==> src/rtl/mem_stage.sv <==
// Memory stage of the 5-stage RISC-V pipeline: EX/MEM and MEM/WB registers,
// request/ready data-memory port with byte enables, load extension and write-back select.
module mem_stage #(
  parameter int unsigned TIMEOUT = 15
) (
  input  logic        clk,
  input  logic        reset,
  input  logic [31:0] ALUResult_ex,
  input  logic [31:0] MemWriteData_ex,
  input  logic [4:0]  rdAddr_ex,
  input  logic        RegWrite_ex,
  input  logic        MemRead_ex,
  input  logic        MemWrite_ex,
  input  logic        MemtoReg_ex,
  input  logic [2:0]  funct3_ex,
  output logic [31:0] ALUResult_mem,
  output logic [4:0]  rdAddr_mem,
  output logic        RegWrite_mem,
  output logic        dmem_req,
  output logic        dmem_we,
  output logic [31:0] dmem_addr,
  output logic [31:0] dmem_wdata,
  output logic [3:0]  dmem_be,
  input  logic        dmem_ready,
  input  logic [31:0] dmem_rdata,
  output logic        mem_stall,
  output logic [31:0] RegWriteData_wb,
  output logic [4:0]  rdAddr_wb,
  output logic        RegWrite_wb,
  output logic        misaligned,
  output logic        bus_err
);

  typedef enum logic [0:0] {
    S_IDLE = 1'b0,
    S_WAIT = 1'b1
  } state_t;

  localparam logic [8:0] LAST_IDX = 9'(TIMEOUT - 1);

  // EX/MEM pipeline register
  logic [31:0] r_alu;
  logic [31:0] r_wdata;
  logic [4:0]  r_rd;
  logic        r_regwrite;
  logic        r_memread;
  logic        r_memwrite;
  logic        r_memtoreg;
  logic [2:0]  r_funct3;

  // MEM/WB pipeline register
  logic [31:0] r_wb_data;
  logic [4:0]  r_wb_rd;
  logic        r_wb_we;

  state_t      r_state;
  state_t      w_state_next;
  logic [7:0]  r_wcnt;
  logic [7:0]  w_wcnt_next;

  logic [1:0]  w_size;
  logic        w_memop;
  logic        w_misalign_cond;
  logic        w_misalign;
  logic        w_acc;
  logic [8:0]  w_wait_idx;
  logic        w_abort;
  logic        w_stall;
  logic        w_rd_valid;
  logic [31:0] w_store_data;
  logic [3:0]  w_store_be;
  logic [7:0]  w_lbyte;
  logic [15:0] w_lhalf;
  logic [31:0] w_load_ext;
  logic [31:0] w_load_data;

  assign w_size          = r_funct3[1:0];
  assign w_memop         = r_memread | r_memwrite;
  assign w_misalign_cond = ((w_size == 2'b01) & r_alu[0]) |
                           ((w_size == 2'b10) & (r_alu[1:0] != 2'b00));
  assign w_misalign      = w_memop & w_misalign_cond;
  assign w_acc           = w_memop & ~w_misalign_cond;

  // Index of the current cycle within the access: the first (IDLE) cycle is 0,
  // so the abort lands on cycle TIMEOUT-1 after TIMEOUT-1 stall cycles.
  assign w_wait_idx = (r_state == S_WAIT) ? ({1'b0, r_wcnt} + 9'd1) : 9'd0;
  assign w_abort    = w_acc & ~dmem_ready & (w_wait_idx == LAST_IDX);
  assign w_stall    = w_acc & ~dmem_ready & ~w_abort;
  assign w_rd_valid = w_acc & dmem_ready;

  always_ff @(posedge clk) begin
    if (reset) begin
      r_alu      <= '0;
      r_wdata    <= '0;
      r_rd       <= '0;
      r_regwrite <= 1'b0;
      r_memread  <= 1'b0;
      r_memwrite <= 1'b0;
      r_memtoreg <= 1'b0;
      r_funct3   <= '0;
    end else if (!w_stall) begin
      r_alu      <= ALUResult_ex;
      r_wdata    <= MemWriteData_ex;
      r_rd       <= rdAddr_ex;
      r_regwrite <= RegWrite_ex;
      r_memread  <= MemRead_ex;
      r_memwrite <= MemWrite_ex;
      r_memtoreg <= MemtoReg_ex;
      r_funct3   <= funct3_ex;
    end
  end

  always_ff @(posedge clk) begin
    if (reset) begin
      r_state <= S_IDLE;
      r_wcnt  <= '0;
    end else begin
      r_state <= w_state_next;
      r_wcnt  <= w_wcnt_next;
    end
  end

  always_comb begin
    w_state_next = r_state;
    w_wcnt_next  = r_wcnt;
    case (r_state)
      S_IDLE: begin
        if (w_stall) begin
          w_state_next = S_WAIT;
          w_wcnt_next  = '0;
        end
      end
      S_WAIT: begin
        if (w_stall) begin
          w_wcnt_next = r_wcnt + 8'd1;
        end else begin
          w_state_next = S_IDLE;
          w_wcnt_next  = '0;
        end
      end
      default: begin
        w_state_next = S_IDLE;
        w_wcnt_next  = '0;
      end
    endcase
  end

  always_comb begin
    w_store_data = r_wdata;
    w_store_be   = 4'b1111;
    case (w_size)
      2'b00: begin
        w_store_data = {4{r_wdata[7:0]}};
        w_store_be   = 4'b0001 << r_alu[1:0];
      end
      2'b01: begin
        w_store_data = {2{r_wdata[15:0]}};
        w_store_be   = r_alu[1] ? 4'b1100 : 4'b0011;
      end
      default: begin
        w_store_data = r_wdata;
        w_store_be   = 4'b1111;
      end
    endcase
  end

  always_comb begin
    w_lbyte = dmem_rdata[7:0];
    case (r_alu[1:0])
      2'b00:   w_lbyte = dmem_rdata[7:0];
      2'b01:   w_lbyte = dmem_rdata[15:8];
      2'b10:   w_lbyte = dmem_rdata[23:16];
      default: w_lbyte = dmem_rdata[31:24];
    endcase
    w_lhalf = r_alu[1] ? dmem_rdata[31:16] : dmem_rdata[15:0];
    w_load_ext = dmem_rdata;
    case (r_funct3)
      3'b000:  w_load_ext = {{24{w_lbyte[7]}}, w_lbyte};
      3'b100:  w_load_ext = {24'd0, w_lbyte};
      3'b001:  w_load_ext = {{16{w_lhalf[15]}}, w_lhalf};
      3'b101:  w_load_ext = {16'd0, w_lhalf};
      default: w_load_ext = dmem_rdata;
    endcase
  end

  // Read data is only trusted in the cycle the memory answers our own request.
  assign w_load_data = w_rd_valid ? w_load_ext : 32'd0;

  always_ff @(posedge clk) begin
    if (reset) begin
      r_wb_data <= '0;
      r_wb_rd   <= '0;
      r_wb_we   <= 1'b0;
    end else if (w_stall) begin
      r_wb_data <= '0;
      r_wb_rd   <= '0;
      r_wb_we   <= 1'b0;
    end else begin
      r_wb_data <= r_memtoreg ? w_load_data : r_alu;
      r_wb_rd   <= r_rd;
      r_wb_we   <= r_regwrite & ~w_misalign & ~w_abort;
    end
  end

  assign ALUResult_mem   = r_alu;
  assign rdAddr_mem      = r_rd;
  assign RegWrite_mem    = r_regwrite;
  assign dmem_req        = w_acc;
  assign dmem_we         = r_memwrite;
  assign dmem_addr       = {r_alu[31:2], 2'b00};
  assign dmem_wdata      = w_store_data;
  assign dmem_be         = r_memwrite ? w_store_be : 4'b1111;
  assign mem_stall       = w_stall;
  assign RegWriteData_wb = r_wb_data;
  assign rdAddr_wb       = r_wb_rd;
  assign RegWrite_wb     = r_wb_we;
  assign misaligned      = w_misalign;
  assign bus_err         = w_abort;

endmodule
==> config.mk <==
export PLATFORM = sky130hd
export DESIGN_NAME = mem_stage
export DESIGN_NICKNAME = d
export VERILOG_FILES = /design/src/rtl/mem_stage.sv
export SDC_FILE = /design/constraint.sdc
export NUM_CORES = 1
export LEC_CHECK = 0
export BUFFER_PORTS_ARGS = -buffer_cell sky130_fd_sc_hd__buf_2
export CAP_MARGIN = 20
export CORE_ASPECT_RATIO = 0.7
export CORE_UTILIZATION = 47
export CTS_CLUSTER_DIAMETER = 30
export DETAILED_ROUTE_END_ITERATION = 8
export PLACE_DENSITY_LB_ADDON = 0.08
export SLEW_MARGIN = 10
export SYNTH_ARGS = -nofsm -noshare
export SYNTH_HDL_FRONTEND = slang
export SYNTH_SLANG_ARGS = --single-unit
==> constraint.sdc <==
create_clock -name clk -period 2.7 [get_ports clk]
set_input_delay 0.135 -clock clk [delete_from_list [all_inputs] [get_ports clk]]
set_output_delay 0.135 -clock clk [all_outputs]
set_load 0.05 [all_outputs]
# ---- After elaboration in Yosys (flattened, before gate mapping)
# Index checks and enable logic that the tools add are counted.
dict set report word_totals {
  ff_bits 123
  input_bits 111
  output_inout_bits 149
}
dict set report classes {
  add_sub_neg 2
  eq_ne 9
  shifts 1
  mux 14
  bitwise_logic 17
  reduce_logical 5
}
# cell count
set ops {}
lappend ops {{$pmux W32 S4} 1}
lappend ops {{$mux W32} 2}
lappend ops {{$pmux W32 S2} 1}
lappend ops {{$pmux W8 S3} 1}
lappend ops {{$mux W16} 1}
lappend ops {{$mux W8} 2}
lappend ops {{$pmux W8 S2} 1}
lappend ops {{$and A1 B1 Y1} 10}
lappend ops {{$add A8 B1 Y9 const B} 1}
lappend ops {{$eq A9 B4 Y1 const B} 1}
lappend ops {{$mux W9} 1}
lappend ops {{$add A8 B1 Y8 const B} 1}
lappend ops {{$mux W4} 2}
lappend ops {{$pmux W4 S2} 1}
lappend ops {{$eq A3 B3 Y1 const B} 2}
lappend ops {{$not A1 Y1} 5}
lappend ops {{$eq A2 B1 Y1 const B} 2}
lappend ops {{$eq A2 B2 Y1 const B} 2}
lappend ops {{$logic_not A2 Y1} 2}
lappend ops {{$shl A1 B2 Y4 const A} 1}
lappend ops {{$eq A3 B1 Y1 const B} 1}
lappend ops {{$logic_not A3 Y1} 1}
lappend ops {{$ne A2 B2 Y1 const B} 1}
lappend ops {{$or A1 B1 Y1} 2}
lappend ops {{other kinds (3)} 3}

# ---- Logic depth before layout (Yosys ltp)
dict set report depth {
  ltp_word 11
  ltp_mapped 9
}

# ---- Worst setup path before layout
# No wires, ideal clock.
dict set report synth_path {
  kind {reg2out}
  startpoint {register r_funct3[0]}
  endpoint {output dmem_wdata[24]}
  arrival_time_ps 2451
  setup_slack_ps 114
  path_stages_with_launch 6
  path_buffers 3
  cell_sequence {dfxtp_1 -> clkbuf_1 -> clkbuf_1 -> buf_1 -> mux2i_1 -> o21ai_0}
}
dict set report synth_via {
  elab_chain_len 2
  elab_cells_between_ends 3
  cone_classes {1 x eq/ne; 1 x mux; 1 x reduce/logical}
}
# item line
set synth_lines {}
lappend synth_lines {{start, declared} 49} ;# logic [2:0] r_funct3;
lappend synth_lines {{start signal, assigned} 109} ;# r_funct3 <= funct3_ex;
lappend synth_lines {{$eq A2 B1 Y1 / $logic_not A2 Y1 (equally long branches)} 151} ;# case (w_size)
lappend synth_lines {{$pmux W32 S2 *} 151}
lappend synth_lines {{end, declared} 22} ;# output logic [31:0] dmem_wdata,
# Mark *: on every way between the ends. The rest lies on a longest branch, timed or not.

# ---- Worst setup path after layout
dict set report layout_path {
  startpoint {register r_wcnt[0]}
  endpoint {output mem_stall}
}
dict set report layout_via {
  elab_chain_len 6
}
# item line
set layout_lines {}
lappend layout_lines {{start, declared} 58} ;# logic [7:0] r_wcnt;
lappend layout_lines {{start signal, assigned} 119} ;# r_wcnt <= w_wcnt_next;
lappend layout_lines {{$add A8 B1 Y9} 86} ;# assign w_wait_idx = (r_state == S_WAIT) ? ({1'b0, r_wcnt} + 9'd1) : 9'd0;
lappend layout_lines {{$mux W9} 86}
lappend layout_lines {{$eq A9 B4 Y1} 87} ;# assign w_abort = w_acc & ~dmem_ready & (w_wait_idx == LAST_IDX);
lappend layout_lines {{$and A1 B1 Y1} 87}
lappend layout_lines {{$not A1 Y1} 88} ;# assign w_stall = w_acc & ~dmem_ready & ~w_abort;
lappend layout_lines {{$and A1 B1 Y1} 88}
lappend layout_lines {{end, declared} 26} ;# output logic mem_stall,
# Every way passes these cells.

==> summary.md <==
| Metric | Value |
|---|---|
| Outcome | `complete, no violations` |
| GRT Resource Usage Total | `0.2917` |
| Crit path time final | `2.634 ns` |
| Setup crit end | `mem_stall` |
| Die width | `134.2 um` |
| Lkg Pwr | `3.873 nW` |
| CTS H-tree depth | `4` |
| Design Power | `5.706 mW` |
| CTS buffer count | `17` |
| Drt pass-1 iters | `5` |
| Grt total ovfl | `0` |
| R2R cell count | `9` |
| CP endpoint kind | `output pin` |
| Pin count of the biggest net entering global routing | `68` |
| Die Y-Extent | `94.57 um` |
| TNS Setup | `0 ns` |
| DRC | `0` |
| Unrepaired setup endpoints after global routing | `true` |
| CTS tree | `yes` |
| Hold_ws | `0.01021 ns` |
| Crit start category | `flip-flop` |
| Setup slack, reg-to-reg | `0.20 ns` |
| Initial antenna violation count | `1` |
| Hold Violations, Final | `0` |
| Starting Density | `0.4872` |
| Post-Layout Cell Count | `1169` |
| Synth-to-Final Area Change | `43.54%` |
| Clk sinks | `123` |
| Via density | `5.228` |
| Fmax achieved | `379.6 MHz` |
| Post-route ant nets | `0` |
| Std-Cell Rows | `33` |
| Synth Cell Area | `0.005753 sq mm` |
| Critical path required time | `2.57 ns` |
| Worst R2R End | `RegWriteData_wb[10]` |
| Register bit total from synthesis | `123` |
| Sequential area share after synthesis | `0.4280` |
| Worst reg2reg startpoint | `r_wcnt[0]` |
| First-pass GRT wire length | `28.52 mm` |
| Setup Skew | `0.007441 ns` |
| Clock Tree Buf Depth | `2` |
| Placed inst area | `0.006883 sq mm` |
| Max-cap violation count | `0` |
| Fillers | `990` |
| Dpl cells | `1060` |
| Slew HR | `0.5851` |
| Crit path kind | `flip-flop to output pin` |
| Synth cell types | `45` |
| Critical Path Start | `r_wcnt[0]` |
| Yosys warning count | `0` |
| # port buffers | `257` |
| Syn Inst Count | `721` |
| Setup violations, final | `0` |
| Wire per inst | `16.29 um` |
| Syn avg cell area | `7.979 sq um` |
| Slew @ Worst Pin | `0.6211 ns` |
| Clock-pin slew on the worst setup and hold paths | `0.06 ns` |
| Core area | `0.01181 sq mm` |
| Post-route clock period utilization | `0.9757` |
| DP HPWL | `12.57 mm` |
| Power Density | `691.0 mW/mm^2` |
| Vias | `6112` |
| Worst EP arrival | `2.50 ns` |
| IO Pins | `260` |
| Worst vdd ir | `485.9 uV` |
| Fin. max-slew vios | `0` |
| Final layout net count | `1110` |
| Initial DRC count | `500` |
| CP max FO | `28` |
| Drt total wl | `19.05 mm` |
| Die area | `0.01269 sq mm` |
| Gpl congestion | `0.8595` |
| CTS root buf | `clkbuf_16` |
| Hold WC Path Type | `primary input to flip-flop` |
| Layout cells sized above 1 | `0.3353` |
| Vias in the first global route | `5550` |
| Worst-Skew Late Latency | `0.41 ns` |
| Post-route design area | `0.008258 sq mm` |
-- metrics by stage --
stage	setup slack (ns)	util
after floorplan	0.1140	-
after global placement	0.3573	0.5829
after detailed placement	0.2170	0.5829
after CTS	0.006641	0.6962
after global routing	-0.04220	0.6991
final	0.06560	0.6993
-- report_power, final --
part / switching (mW) / internal (mW) / total [mW]
registers: 0.0845 / 1.93 / 2.02
logic: 1.01 / 0.443 / 1.45
clock network: 0.857 / 1.38 / 2.24
total: 1.95 / 3.76 / 5.71
-- worst max-delay path, cell delays in order (launching register included) --
cell,delay [ns]
dfxtp_1,0.41
ha_1,0.26
xor2_1,0.17
nand4_1,0.19
o41ai_4,0.47
inv_4,0.16
buf_12,0.20
clkbuf_4,0.22
-- how the worst min path moves through the flow --
stage | start | to | cells after the start
2_1_floorplan | ALUResult_ex[0] | ALUResult_mem[0] | 2
3_3_place_gp | MemWriteData_ex[5] | r_wdata[5] | 3
3_5_place_dp | ALUResult_ex[15] | ALUResult_mem[15] | 3
4_1_cts | MemWriteData_ex[14] | r_wdata[14] | 3
5_1_grt | MemWriteData_ex[14] | r_wdata[14] | 3
6_report | MemWriteData_ex[14] | r_wdata[14] | 3
-- cells in the mapped netlist (all sizes together) --
cell / n / area (sq um)
nand4: 3 / 18.77
a22o: 8 / 70.07
a2bb2oi: 1 / 8.760
clkbuf: 33 / 123.9
nor2: 21 / 78.83
buf: 60 / 410.4
o211ai: 2 / 15.01
conb: 1 / 3.750
o21ai: 20 / 100.1
nand2b: 10 / 62.56
or4: 2 / 15.01
nor2b: 29 / 181.4
a2111o: 1 / 11.26
xor2: 2 / 17.52
inv: 7 / 26.28
nand2: 174 / 653.1
o41ai: 1 / 16.27
mux4: 1 / 22.52
nor3: 1 / 5.000
mux2i: 8 / 80.08
and2: 5 / 31.28
a21o: 7 / 52.55
a221oi: 1 / 8.760
a2111oi: 1 / 27.53
mux2: 24 / 270.3
ha: 1 / 12.51
o31ai: 1 / 7.510
nor4b: 2 / 17.52
nand4b: 4 / 35.03
nand3b: 3 / 22.52
nand3: 7 / 35.03
and3: 3 / 18.77
or3: 2 / 12.51
a21oi: 129 / 645.6
o21a: 1 / 7.510
dfxtp: 123 / 2462
and3b: 1 / 8.760
a22oi: 14 / 105.1
a31oi: 4 / 25.02
or2: 1 / 8.760
o2bb2ai: 1 / 8.760
a211o: 1 / 8.760
-- layout make-up --
cell class	count	area, sq um	area share
Multi-Input combinational cell	499	2750	0.3330
Sequential cell	123	2464	0.2983
Timing Repair Buffer	350	2231	0.2702
Clock buffer	18	439.2	0.05318
Tap cell	157	196.4	0.02379
Clock inverter	14	146.4	0.01773
Inverter	7	28.78	0.003485
Antenna cell	1	2.502	0.0003030
-- state kept, by name, indices dropped and copies added (netlist names), 3 cells and up --
register	flops
ALUResult_mem	32
r_funct3	3
r_wdata	32
rdAddr_mem	5
RegWriteData_wb	32
rdAddr_wb	5
r_wcnt	8
-- cells by family after synthesis --
| kind of cell | synth area share |
|---|---|
| adders and majority gates | 0.002175 |
| and+or+nand+nor | 0.2094 |
| other | 0.0006518 |
| xor gates and xnor gates | 0.003045 |
| muxes | 0.06481 |
| DFF | 0.4280 |
| AOI/OAI and AO/OA | 0.1944 |
| buffers and inverters | 0.09743 |
-- per-layer routing --
metal  routed length, um  vias up  GRT usage
met2                8831      265     0.4685
met1                8500     2869     0.3826
li1                    -     2956          -
met3                1486       22    0.08266
met5                   0        -          0
met4                 227        0    0.08427
-- what timing repair did --
action | CTS | global route
hold endpoints to repair | 74 | 0
setup buffers | 1 | 0
endpoints found under the setup margin | 1 | 2
gates resized for setup | 1 | 3
pin swaps | 1 | 0
gates cloned | 0 | 1
hold buffers | 74 | 0
-- cell usage in the layout (no fill, tap or decap), types with 3 or more instances in the layout --
master,count
and2_1,5
a22o_1,8
mux2i_1,8
nand3_1,7
buf_12,3
nand2b_1,10
a21oi_1,129
buf_2,256
a22oi_1,14
nand4_1,3
and3_1,3
mux2_2,24
o21ai_0,20
inv_1,6
clkbuf_16,18
nand4b_1,4
dfxtp_1,122
nor2b_1,29
a31oi_1,4
clkinv_2,3
dlygate4sd3_1,74
a21o_1,7
clkinvlp_4,6
nor2_1,21
nand2_1,174
buf_4,14
nand3b_1,3
Note: power is estimated with default switching activity, not from simulation.
